### src/rtl/seg7_pkg.sv
// Shared types and constants for the 4-digit 7-segment scan driver.
// Segment order is {g,f,e,d,c,b,a}, active-low.
package seg7_pkg;

  typedef logic [1:0] digit_idx_t;
  typedef logic [6:0] seg_t;

  localparam seg_t SEG_BLANK = 7'h7F;
  localparam seg_t SEG_DASH  = 7'h3F;
  localparam int   N_DIGITS  = 4;

  function automatic logic has_bad_digit(input logic [15:0] w);
    logic b;
    b = 1'b0;
    for (int i = 0; i < N_DIGITS; i++) begin
      if (w[i*4 +: 4] > 4'd9) b = 1'b1;
    end
    return b;
  endfunction

endpackage

### src/rtl/seg7_decode.sv
// Nibble to active-low 7-segment pattern; non-BCD nibbles show a dash.
module seg7_decode
  import seg7_pkg::*;
(
  input  logic [3:0] i_nib,
  output seg_t       o_seg
);

  always_comb begin
    o_seg = SEG_DASH;
    unique case (i_nib)
      4'd0:    o_seg = 7'b1000000;
      4'd1:    o_seg = 7'b1111001;
      4'd2:    o_seg = 7'b0100100;
      4'd3:    o_seg = 7'b0110000;
      4'd4:    o_seg = 7'b0011001;
      4'd5:    o_seg = 7'b0010010;
      4'd6:    o_seg = 7'b0000010;
      4'd7:    o_seg = 7'b1111000;
      4'd8:    o_seg = 7'b0000000;
      4'd9:    o_seg = 7'b0010000;
      default: o_seg = SEG_DASH;
    endcase
  end

endmodule

### src/rtl/seg7_scan_driver.sv
// Time-multiplexed 4-digit common-anode driver for two packed BCD pairs,
// with frame-aligned (tear-free) updates and per-pair leading-zero blanking.
module seg7_scan_driver
  import seg7_pkg::*;
#(
  parameter int REFRESH_DIV = 50000
) (
  input  logic        clk,
  input  logic        rst_n,
  input  logic [15:0] bcd_in,
  input  logic        bcd_valid,
  input  logic        blank_lz,
  input  logic [3:0]  dp_in,
  output seg_t        seg,
  output logic        dp,
  output logic [3:0]  an,
  output logic        bcd_err
);

  if (REFRESH_DIV < 2) begin : g_bad_div
    $error("REFRESH_DIV must be >= 2");
  end

  localparam int PW = (REFRESH_DIV < 2) ? 1 : $clog2(REFRESH_DIV);
  localparam logic [PW-1:0] PRE_MAX = PW'(REFRESH_DIV - 1);
  localparam digit_idx_t    IDX_MAX = digit_idx_t'(N_DIGITS - 1);

  logic [PW-1:0] r_pre;
  digit_idx_t    r_idx;
  logic [15:0]   r_pend;
  logic [15:0]   r_disp;
  logic [3:0]    r_pend_dp;
  logic [3:0]    r_disp_dp;
  logic          r_pend_flag;

  logic       w_wrap;
  logic       w_frame;
  logic [3:0] w_nib;
  seg_t       w_dec;
  logic       w_blank;

  assign w_wrap  = (r_pre == PRE_MAX);
  assign w_frame = w_wrap && (r_idx == IDX_MAX);

  always_ff @(posedge clk or negedge rst_n) begin
    if (!rst_n) begin
      r_pre <= '0;
      r_idx <= '0;
    end else if (w_wrap) begin
      r_pre <= '0;
      r_idx <= r_idx + 2'd1;
    end else begin
      r_pre <= r_pre + 1'b1;
    end
  end

  // A load landing on the boundary bypasses the pending stage entirely.
  always_ff @(posedge clk or negedge rst_n) begin
    if (!rst_n) begin
      r_pend      <= '0;
      r_pend_dp   <= '0;
      r_pend_flag <= 1'b0;
      r_disp      <= '0;
      r_disp_dp   <= '0;
      bcd_err     <= 1'b0;
    end else if (w_frame && bcd_valid) begin
      r_disp      <= bcd_in;
      r_disp_dp   <= dp_in;
      bcd_err     <= has_bad_digit(bcd_in);
      r_pend_flag <= 1'b0;
    end else if (w_frame && r_pend_flag) begin
      r_disp      <= r_pend;
      r_disp_dp   <= r_pend_dp;
      bcd_err     <= has_bad_digit(r_pend);
      r_pend_flag <= 1'b0;
    end else if (bcd_valid) begin
      r_pend      <= bcd_in;
      r_pend_dp   <= dp_in;
      r_pend_flag <= 1'b1;
    end
  end

  assign w_nib = r_disp[{r_idx, 2'b00} +: 4];

  seg7_decode u_dec (
    .i_nib (w_nib),
    .o_seg (w_dec)
  );

  // Digits 1 and 3 are the tens of each pair.
  assign w_blank = blank_lz && r_idx[0] && (w_nib == 4'd0);

  always_ff @(posedge clk or negedge rst_n) begin
    if (!rst_n) begin
      an  <= 4'b1111;
      seg <= SEG_BLANK;
      dp  <= 1'b1;
    end else begin
      an  <= ~(4'b0001 << r_idx);
      seg <= w_blank ? SEG_BLANK : w_dec;
      dp  <= ~r_disp_dp[r_idx];
    end
  end

endmodule

### config.mk
export PLATFORM = sky130hd
export DESIGN_NAME = seg7_scan_driver
export DESIGN_NICKNAME = d
export VERILOG_FILES = /design/src/rtl/seg7_pkg.sv /design/src/rtl/seg7_decode.sv /design/src/rtl/seg7_scan_driver.sv
export SDC_FILE = /design/constraint.sdc
export NUM_CORES = 1
export LEC_CHECK = 0
export BUFFER_PORTS_ARGS = -buffer_cell sky130_fd_sc_hd__buf_4
export CAP_MARGIN = 0
export CORE_ASPECT_RATIO = 1.2
export CORE_UTILIZATION = 38
export CTS_BUF_LIST = sky130_fd_sc_hd__clkbuf_8
export CTS_CLUSTER_DIAMETER = 200
export DETAILED_ROUTE_END_ITERATION = 7
export GPL_TIMING_DRIVEN = 0
export MAX_ROUTING_LAYER = met4
export SLEW_MARGIN = 0
export SYNTH_ARGS = -nofsm -noshare
export SYNTH_HDL_FRONTEND = slang
export SYNTH_HIERARCHICAL = 1
export SYNTH_SLANG_ARGS = --single-unit
export TNS_END_PERCENT = 1
### constraint.sdc
create_clock -name clk -period 3.3 [get_ports clk]
set_input_delay 0.66 -clock clk [delete_from_list [all_inputs] [get_ports clk]]
set_output_delay 0.66 -clock clk [all_outputs]
set_load 0.02 [all_outputs]
Word level (Yosys, flattened, before mapping)
Memory sizes are Yosys's and may differ from the RTL's.
Index checks and enable logic that the tools add are counted.
{ "word_totals": {"rom_bits": 112, "regBits": 72, "out_inout_bits": 13, "input_bits": 24, "mem_count": 1} }
{ "op_classes": {"n_shift": 2, "add_sub_neg": 2, "order_cmp": 9, "n_reduce_logical": 9, "muxes": 21, "bitwise_logic": 4, "n_eq_ne": 2} }
{ "memory_table": {"columns": ["memory", "depth", "word_bits", "rd", "rd_ports_with_merged_regs", "write_ports", "line", "source"], "rows": [
  ["(no name shown)", 16, 7, 1, 0, 0, "seg7_decode.sv:11", "unique case (i_nib)"]
]} }
{ "ops": {"columns": ["operator", "n"], "rows": [
  ["2-to-1 mux 16 bit", 3],
  ["> comparator 4 bit (second input constant)", 8],
  ["adder 16 x 1 -> 16 bit (second input constant)", 1],
  ["== test 16 bit (second input constant)", 1],
  ["indexed part select 16 x 5 -> 4 bit", 1],
  ["2-to-1 mux 1 bit", 14],
  ["2-to-1 mux 4 bit", 2],
  ["2-to-1 mux 7 bit", 1],
  ["logical AND 1 bit", 5],
  ["zero test 4 bit", 1],
  ["NOT 4 bit", 1],
  ["<< shifter 1 x 2 -> 4 bit (first input constant)", 1],
  ["< comparator 2 x 3 -> 1 bit (second input constant)", 1],
  ["NOT 1 bit", 3],
  ["AND reduction 3 bit", 1],
  ["nonzero test 3 bit", 1],
  ["adder 2 x 1 -> 2 bit (second input constant)", 1],
  ["binary-select mux 1 bit (select 2 bit)", 1],
  ["== test 2 bit (second input constant)", 1],
  ["nonzero test 2 bit", 1]
]} }

Depth between registers and ports, before layout
Gate-level depths: netlist of run 1.
{ "logic_depth": {"ltp_word": 7, "mapped_depth": 8, "mapped_depth_nobuf": 6} }

By module
Netlist of run 1, hierarchy kept.
{ "modules_own_cells": {"columns": ["mod", "area_each_um2", "seq_area_each_um2", "cells_per_inst", "instances"], "rows": [
  ["seg7_scan_driver", 3457.1, 1816.7, 299, 1],
  ["seg7_decode", 224.0, 0.0, 31, 1]
]} }

Worst setup path after synthesis of run 1
No wires, ideal clock.
{ "synth_path": {"path_type": "register -> register", "start": "register r_pre[11]", "end": "register r_pend[0]", "period_less_slack_ns": 2.178, "path_stages_with_launch": 6, "path_slack_ns": 1.122, "t_required_ns": 3.175, "arrival_ns": 2.053, "setup_time_ns": 0.125, "path_cell_list": "dfrtp_1 -> or4b_1 -> or4_4 -> nand2_4 -> buf_12 -> mux2_4"} }
{ "synth_between": {"elab_chain_cells": 5, "elab_cells_between_ends": 7, "cone_classes": "1 x eq/ne; 2 x bitwise; 4 x reduce/logical"} }
{ "synth_lines": {"columns": ["item", "line", "source"], "rows": [
  ["from (decl)", "seg7_scan_driver.sv:28", "logic [PW-1:0] r_pre;"],
  ["from (signal assigned)", "seg7_scan_driver.sv:53", "r_pre <= r_pre + 1'b1;"],
  ["== test 16 bit (*)", "seg7_scan_driver.sv:42", "assign w_wrap = (r_pre == PRE_MAX);"],
  ["logical AND 1 bit (*)", "seg7_scan_driver.sv:43", "assign w_frame = w_wrap && (r_idx == IDX_MAX);"],
  ["logical AND 1 bit, on equally long branches", "seg7_scan_driver.sv:71, seg7_scan_driver.sv:66", null],
  ["NOT 1 bit (no source line)", null, null],
  ["AND reduction 3 bit (no source line) (*)", null, null],
  ["to (signal assigned)", "seg7_scan_driver.sv:77", "r_pend <= bcd_in;"],
  ["to (decl)", "seg7_scan_driver.sv:30", "logic [15:0] r_pend;"]
]} }
Mark *: on every way between the ends. The rest lies on a longest branch, timed or not.
A chain may end at the register's enable or synchronous reset.

Worst setup path after layout of run 1
{ "layout_path": {"start": "register r_pre[11]", "end": "register r_disp[4]"} }
{ "layout_between": {"elab_chain_cells": 4, "elab_cells_between_ends": 6, "cone_classes": "1 x eq/ne; 1 x mux; 4 x reduce/logical"} }
{ "layout_lines": {"columns": ["item", "line", "source"], "rows": [
  ["== test 16 bit (*)", "seg7_scan_driver.sv:42", null],
  ["logical AND 1 bit (*)", "seg7_scan_driver.sv:43", null],
  ["logical AND 1 bit, on equally long branches", "seg7_scan_driver.sv:66, seg7_scan_driver.sv:71", null],
  ["2-to-1 mux 16 bit or nonzero test 2 bit (tied branches)", null, null],
  ["to (signal assigned)", "seg7_scan_driver.sv:67", "r_disp <= bcd_in;"],
  ["to (signal assigned)", "seg7_scan_driver.sv:72", "r_disp <= r_pend;"],
  ["to (decl)", "seg7_scan_driver.sv:31", "logic [15:0] r_disp;"]
]} }
Marks and branches as above.

==> results of run 1 <==
==> cells in the mapped netlist (2+ instances only) <==
library cell   n
a21o_1         2
a21oi_1        7
and3b_1        2
buf_12         2
buf_2          2
clkbuf_1      15
dfrtp_1       60
dfstp_2       12
ha_1          10
inv_1         12
mux2_4        20
mux2i_1        3
mux4_2         4
nand2_1       28
nand2b_1      29
nand3_1        5
nand4_1        7
nor2_1        13
nor2b_1        3
nor3_1         2
nor3b_1        2
nor4_1         6
o2111ai_1     21
o21ai_0       33
xnor2_1        7
xor2_1         6
==> power by group <==
part,switching (mW),total [mW],internal [mW]
combinational,0.0551,0.123,0.0684
clock,0.324,0.630,0.306
sequential,0.0192,0.927,0.907
==> cell type report <==
cell class	instances	share of cell area, %
Clock buffer	11	3.54
Inverter	12	1.05
Sequential cell	72	42.5
Multi-Input combinational cell	226	39.8
Tap cell	123	3.60
Timing Repair Buffer	35	6.15
Buffer	20	2.75
Clock inverter	5	0.585
==> worst reg2reg max path, stage by stage, from the launching register on <==
cell       delay [ns]
dfrtp_1          0.43
or4b_1           0.61
nor4_2           0.47
clkbuf_1         0.42
o2111ai_1        0.21
nand2_1          0.10
==> worst min path at each step <==
stage,slack (ns),end,from,cells after the start
2_1_floorplan,0.36,bcd_err$_DFFE_PN0P_,rst_n,0
3_3_place_gp,0.47,r_pre[15]$_DFF_PN0_,r_pre[15]$_DFF_PN0_,1
3_5_place_dp,0.48,r_pre[15]$_DFF_PN0_,r_pre[15]$_DFF_PN0_,1
4_1_cts,0.46,r_pend[2]$_DFFE_PN0P_,rst_n,1
5_1_grt,0.49,r_pend[2]$_DFFE_PN0P_,rst_n,1
6_report,0.41,r_pend_dp[1]$_DFFE_PN0P_,rst_n,1
==> flip-flops by register name, summed over array words and instances, names as in the netlist, 2 cells and up <==
| name | count |
|---|---|
| an | 4 |
| r_disp | 16 |
| r_disp_dp | 4 |
| r_idx | 2 |
| r_pend | 16 |
| r_pend_dp | 4 |
| r_pre | 16 |
| seg | 7 |
==> cell families (layout without fill, tap and decap cells) <==
logic type               Yosys count  in the layout  synth area share (%)
flip-flops                        72             72                  49.4
adder cells (fa/ha/maj)           10             10                  3.40
buffers and inverters             32             83                  4.42
AO/OA/AOI/OAI                     67             67                  11.6
AND/OR/NAND/NOR                  109            109                  16.7
XOR/XNOR                          13             13                  3.09
multiplexers                      27             27                  11.4
==> per-layer routing <==
layer	up-vias	share of wire (%)
met4	0	2.0
met5	-	0
met3	12	2.9
li1	1267	-
met1	1262	47
met2	49	48
==> through the flow <==
step	power [mW]	cells	hold WS [ns]	util (%)	setup WS [ns]
after floorplan	1.01	330	0.364	-	1.12
after global placement	1.07	488	0.474	43.3	0.985
after detailed placement	1.07	488	0.483	43.3	0.987
after CTS	1.71	504	0.455	45.1	0.954
after global routing	1.76	504	0.492	45.1	0.831
final	1.68	504	0.411	45.1	0.985
==> run_results.csv, run 1 <==
group,metric,value,unit
setup_path,crit_start,"r_pre[11]$_DFF_PN0_",
routing,first_pass_iters,4,
timing,grt_setup_unrepaired,"no",
clocking,cts_buffers,9,
grt,grt_pass1_wl,12700,µm
floorplan,boundaryPins,37,
cells_and_area,layout_common_cells,"dfrtp_1 (60), buf_4 (35), o21ai_0 (33)",
logic_synthesis,ys_types,43,
grt,antenna_found_initial,0,
outcome,status,"complete, no violations",
clocking,post_cts_resized,0,
grt,grtUsageTotal,16.8,%
routing,final_antenna_net_count,0,
setup_path,crit_end,"r_disp[4]$_DFFE_PN0P_",
timing,setup_violations,0,
floorplan,rows,39,
floorplan,coreArea,9470,µm²
logic_synthesis,synth_top_cell_area_share,40.8,%
power_and_ir_drop,peakVddDrop,0.148,mV
cells_and_area,nets,410,
setup_path,r2r_setup_slack,0.98,ns
logic_synthesis,syn_inst,330,
logic_synthesis,synth_largest_area_cell,"dfrtp_1",
grt,gr-max-usage-layer,"met2",
place,globalplace.congestion,0.790,
clocking,cts_root_buf,"clkbuf_8",
setup_path,worst-r2r-cell-count,5,
clocking,htreeDepth,3,
timing,fin_tns_setup,0,ns
timing,tightest_slew,0.898,ns
routing,vias,2590,
timing,fin_crit_sh,70.2,%
logic_synthesis,yosys-top-cells-area,"dfrtp_1 (41%), dfstp_2 (8.6%), mux2_4 (8.2%)",
logic_synthesis,syn_area_per_cell,11.2,µm²
hold_path,hp-class,"primary input to async pin",
logic_synthesis,yosysSeqAreaShare,49.4,%
cells_and_area,drive_gt1_share,24.9,%
routing,avgRoutedWirePerCell,14.5,µm
setup_path,rr_startpoint,"r_pre[11]$_DFF_PN0_",
clocking,post_cts_buffers,0,
timing,slew_viol_final,0,
cells_and_area,final_common_cell,"dfrtp_1",
logic_synthesis,yosys_warnings,6,
grt,met3_usage,3.32,%
floorplan,chipHeight,110,µm
setup_path,slowest_stage,"or4b_1",
grt,use_met1,21.3,%
timing,max_freq,432,MHz
floorplan,die_area,10100,µm²
cells_and_area,multi_input_area,1700,µm²
grt,grt_pass1_vias,2568,
setup_path,crit_required,3.58,ns
routing,drt_first_iter_violations,148,
clocking,clock_sinks,72,
routing,totalWireLength,7310,µm
logic_synthesis,syn-cell-area,3680,µm²
timing,finClkSkew,0.0133,ns
grt,grt_max_degree,73,
logic_synthesis,syn_nets,364,
routing,drcViolationCount,0,
power_and_ir_drop,pwr_density_cell,393,nW/µm²
clocking,tritoncts,"yes",
timing,hold_viol_final,0,
job,drv_cap,0,
setup_path,crit_chain,"or4b_1 > nor4_2 > clkbuf_1 > o2111ai_1 > nand2_1",
clocking,clkLatencyLatePin,0.36,ns
cells_and_area,num_antenna_cells,0,
setup_path,crit_family,"simple AND/OR/NAND/NOR gates",
setup_path,cp.depth,5,
logic_synthesis,async_flop_share,100,%
setup_path,end_kind,"flop",
timing,fin_crit,2.32,ns
cells_and_area,seqCellArea,1820,µm²
setup_path,r2r_end,"r_disp[4]$_DFFE_PN0P_",
setup_path,crit_buf_inv,1,
floorplan,start_util,38.9,%
setup_path,critPathMaxFanout,10,
grt,grt_overflow_total,0,
logic_synthesis,synth-seq-cells,72,
cells_and_area,fin_area,4270,µm²
place,placed_area,4100,µm²
clocking,cts.clk_slew.worst_paths,0.07,ns
grt,grt_util_met2,26.1,%
floorplan,dieWidth,91.8,µm
place,place_hpwl,5220,µm
logic_synthesis,synth_flop_cell,"dfrtp_1",
cells_and_area,area_delta_synth_final,16.1,%
setup_path,start_kind,"flop",
setup_path,worstSetupPathType,"flop to flop",
power_and_ir_drop,p_leak,1.93,nW
routing,routed_via_density,5.14,
cells_and_area,fillerInstances,904,
clocking,cts_hold_buf,0,
place,io_buffers,35,
timing,relSlewSlack,40.1,%
setup_path,arrival,2.60,ns
clocking,cts_buffer_depth,2,
setup_path,slowest_delay,0.61,ns
logic_synthesis,synth_edf_count,0,
Note: power is estimated with default switching activity, not from simulation.
==> run 2, diff against run 1 <==
==> constraint.sdc (replaced) <==
create_clock -name clk -period 2.3 [get_ports clk]
set_input_delay 0.46 -clock clk [delete_from_list [all_inputs] [get_ports clk]]
set_output_delay 0.46 -clock clk [all_outputs]
set_load 0.02 [all_outputs]
==> run 2 against run 1 <==
  * Via count is essentially flat
  * Maximum frequency grew 1.8%
  * Non-clock buffer count is the same
  * Utilization grew 0.093 points
  * Critical endpoint is now r_pend_dp[0]$_DFFE_PN0P_
  * Critical path depth is the same
  * First-iteration DRC count shrank 7.4%
  * Critical path type unchanged
  * Largest power group unchanged
  * Sequential power grew 43%
  * Combinational power grew 44%
  * Flip-flop and latch count is the same
  * Wire length grew 0.19%
  * Hold slack lost 0.20 ns
  * Worst setup slack lost 0.96 ns
==> run_results.csv, run 2 (synthesis gave the netlist of run 1 again) <==
group,metric,value,unit
grt,grt_max_degree,73,
routing,final_antenna_net_count,0,
cells_and_area,num_antenna_cells,0,
setup_path,critPathMaxFanout,10,
clocking,tritoncts,"yes",
cells_and_area,fin_area,4280,µm²
timing,relSlewSlack,40.3,%
setup_path,arrival,2.51,ns
grt,grt_pass1_wl,12700,µm
cells_and_area,fillerInstances,905,
clocking,cts_hold_buf,0,
setup_path,crit_family,"simple AND/OR/NAND/NOR gates",
grt,grt_overflow_total,0,
floorplan,boundaryPins,37,
grt,antenna_found_initial,0,
routing,drcViolationCount,0,
place,placed_area,4100,µm²
power_and_ir_drop,p_switching,573,µW
floorplan,chipHeight,110,µm
timing,slew_viol_final,0,
timing,whs,0.212,ns
floorplan,coreArea,9470,µm²
routing,totalWireLength,7330,µm
clocking,post_cts_resized,2,
power_and_ir_drop,pwr_density_cell,563,nW/µm²
timing,fin_crit,2.27,ns
floorplan,rows,39,
routing,first_pass_iters,4,
power_and_ir_drop,combPwrFrac,7.3,%
power_and_ir_drop,peakVddDrop,0.213,mV
grt,grtUsageTotal,16.8,%
setup_path,crit_buf_inv,1,
floorplan,start_util,38.9,%
grt,grt_pass1_vias,2579,
routing,drt_first_iter_violations,137,
cells_and_area,drive_gt1_share,26.2,%
place,io_buffers,35,
floorplan,die_area,10100,µm²
setup_path,end_kind,"flop",
place,globalplace.congestion,0.790,
setup_path,crit_chain,"or4b_4 > or4_4 > nand2_4 > buf_12 > mux2_4",
setup_path,slowest_stage,"or4b_4",
job,drv_cap,0,
clocking,cts_root_buf,"clkbuf_8",
setup_path,worstSetupPathType,"flop to flop",
timing,finClkSkew,0.0143,ns
clocking,post_cts_buffers,0,
clocking,cts_buffer_depth,2,
clocking,cts.clk_slew.worst_paths,0.07,ns
clocking,clock_sinks,72,
routing,routed_via_density,5.13,
timing,tightest_slew,0.896,ns
hold_path,hp-class,"primary input to async pin",
cells_and_area,seqCellArea,1820,µm²
setup_path,slowest_delay,0.58,ns
setup_path,crit_required,2.54,ns
power_and_ir_drop,power_frac_seq,55.1,%
cells_and_area,final_util,45.2,%
power_and_ir_drop,p_leak,1.94,nW
timing,fin_crit_sh,98.8,%
place,place_hpwl,5220,µm
timing,setup_violations,0,
cells_and_area,final_common_cell,"dfrtp_1",
cells_and_area,area_delta_synth_final,16.3,%
clocking,clkLatencyLatePin,0.36,ns
cells_and_area,multi_input_area,1710,µm²
power_and_ir_drop,internal_power,1.84,mW
clocking,cts_buffers,9,
timing,grt_setup_unrepaired,"yes",
cells_and_area,nets,410,
cells_and_area,finalNonFillerCells,504,
cells_and_area,layout_common_cells,"dfrtp_1 (59), buf_4 (35), o21ai_0 (31)",
floorplan,dieWidth,91.8,µm
power_and_ir_drop,p_total,2.41,mW
power_and_ir_drop,clkPwrFrac,37.5,%
timing,max_freq,440,MHz
outcome,status,"complete, no violations",
clocking,htreeDepth,3,
power_and_ir_drop,p_sw_share,23.8,%
setup_path,start_kind,"flop",
timing,hold_viol_final,0,
routing,avgRoutedWirePerCell,14.5,µm
place,dp.cells,488,
routing,vias,2588,
cells_and_area,top_regs,"r_disp x16, r_pend x16, r_pre x16",
## run 2: changes by cell type in the layout (fill, tap and decap cells not counted), sizes merged
cell    before  now
clkbuf      26   25
buf         40   41
## run 2: metal layers
metal | up-vias | track usage [%] | routed length (µm)
li1 | 1266 | - | -
met1 | 1262 | 21.3 | 3430
met2 | 48 | 26.3 | 3530
met3 | 12 | 3.32 | 219
met4 | 0 | 7.37 | 144
met5 | - | - | 0
## run 2: worst register-to-register path: stages (launching register included)
cell and delay (ns):
dfrtp_1 0.44, or4b_4 0.58, or4_4 0.55, nand2_4 0.13
buf_12 0.16, mux2_4 0.30
## run 2: cell type report
| cell class | count | area share (%) |
|---|---|---|
| inverter | 12 | 1.05 |
| sequential | 72 | 42.4 |
| clock buffer | 11 | 3.53 |
| timing repair buffer | 35 | 6.13 |
| tap | 123 | 3.59 |
| multi-input combinational | 226 | 39.8 |
| buffer | 20 | 2.83 |
| clock inverter | 5 | 0.584 |
## run 2: power groups by stage
| stage | sequential (mW) | clock [mW] | combinational (mW) |
|---|---|---|---|
| 2_1_floorplan | 1.34 | 0 | 0.105 |
| 3_5_place_dp | 1.35 | 0 | 0.180 |
| 4_1_cts | 1.33 | 0.939 | 0.181 |
| 6_report | 1.33 | 0.905 | 0.177 |
| 3_3_place_gp | 1.35 | 0 | 0.177 |
| 5_1_grt | 1.33 | 0.993 | 0.196 |
## run 2: through the flow
stage          setup TNS [ns]  setup slack, ns
6_report                    0           0.0266
5_1_grt                -0.600          -0.0400
4_1_cts                     0           0.0124
3_5_place_dp          -0.0522          -0.0130
3_3_place_gp          -0.0241          -0.0153
2_1_floorplan               0            0.122
## run 2: path summary, 6_finish.rpt
kind,slack (ns),depth (start not counted),startpoint,to
max,0.03,5,r_pre[11]$_DFF_PN0_,r_pend_dp[0]$_DFFE_PN0P_
min,0.21,1,rst_n,r_pend_dp[1]$_DFFE_PN0P_
max reg2reg,0.03,5,r_pre[11]$_DFF_PN0_,r_pend_dp[0]$_DFFE_PN0P_
min reg2reg,0.49,1,r_pre[15]$_DFF_PN0_,r_pre[15]$_DFF_PN0_
max in group asynchronous,1.42,1,rst_n,r_pre[7]$_DFF_PN0_
min in group clk,0.34,2,bcd_in[8],r_pend[8]$_DFFE_PN0P_
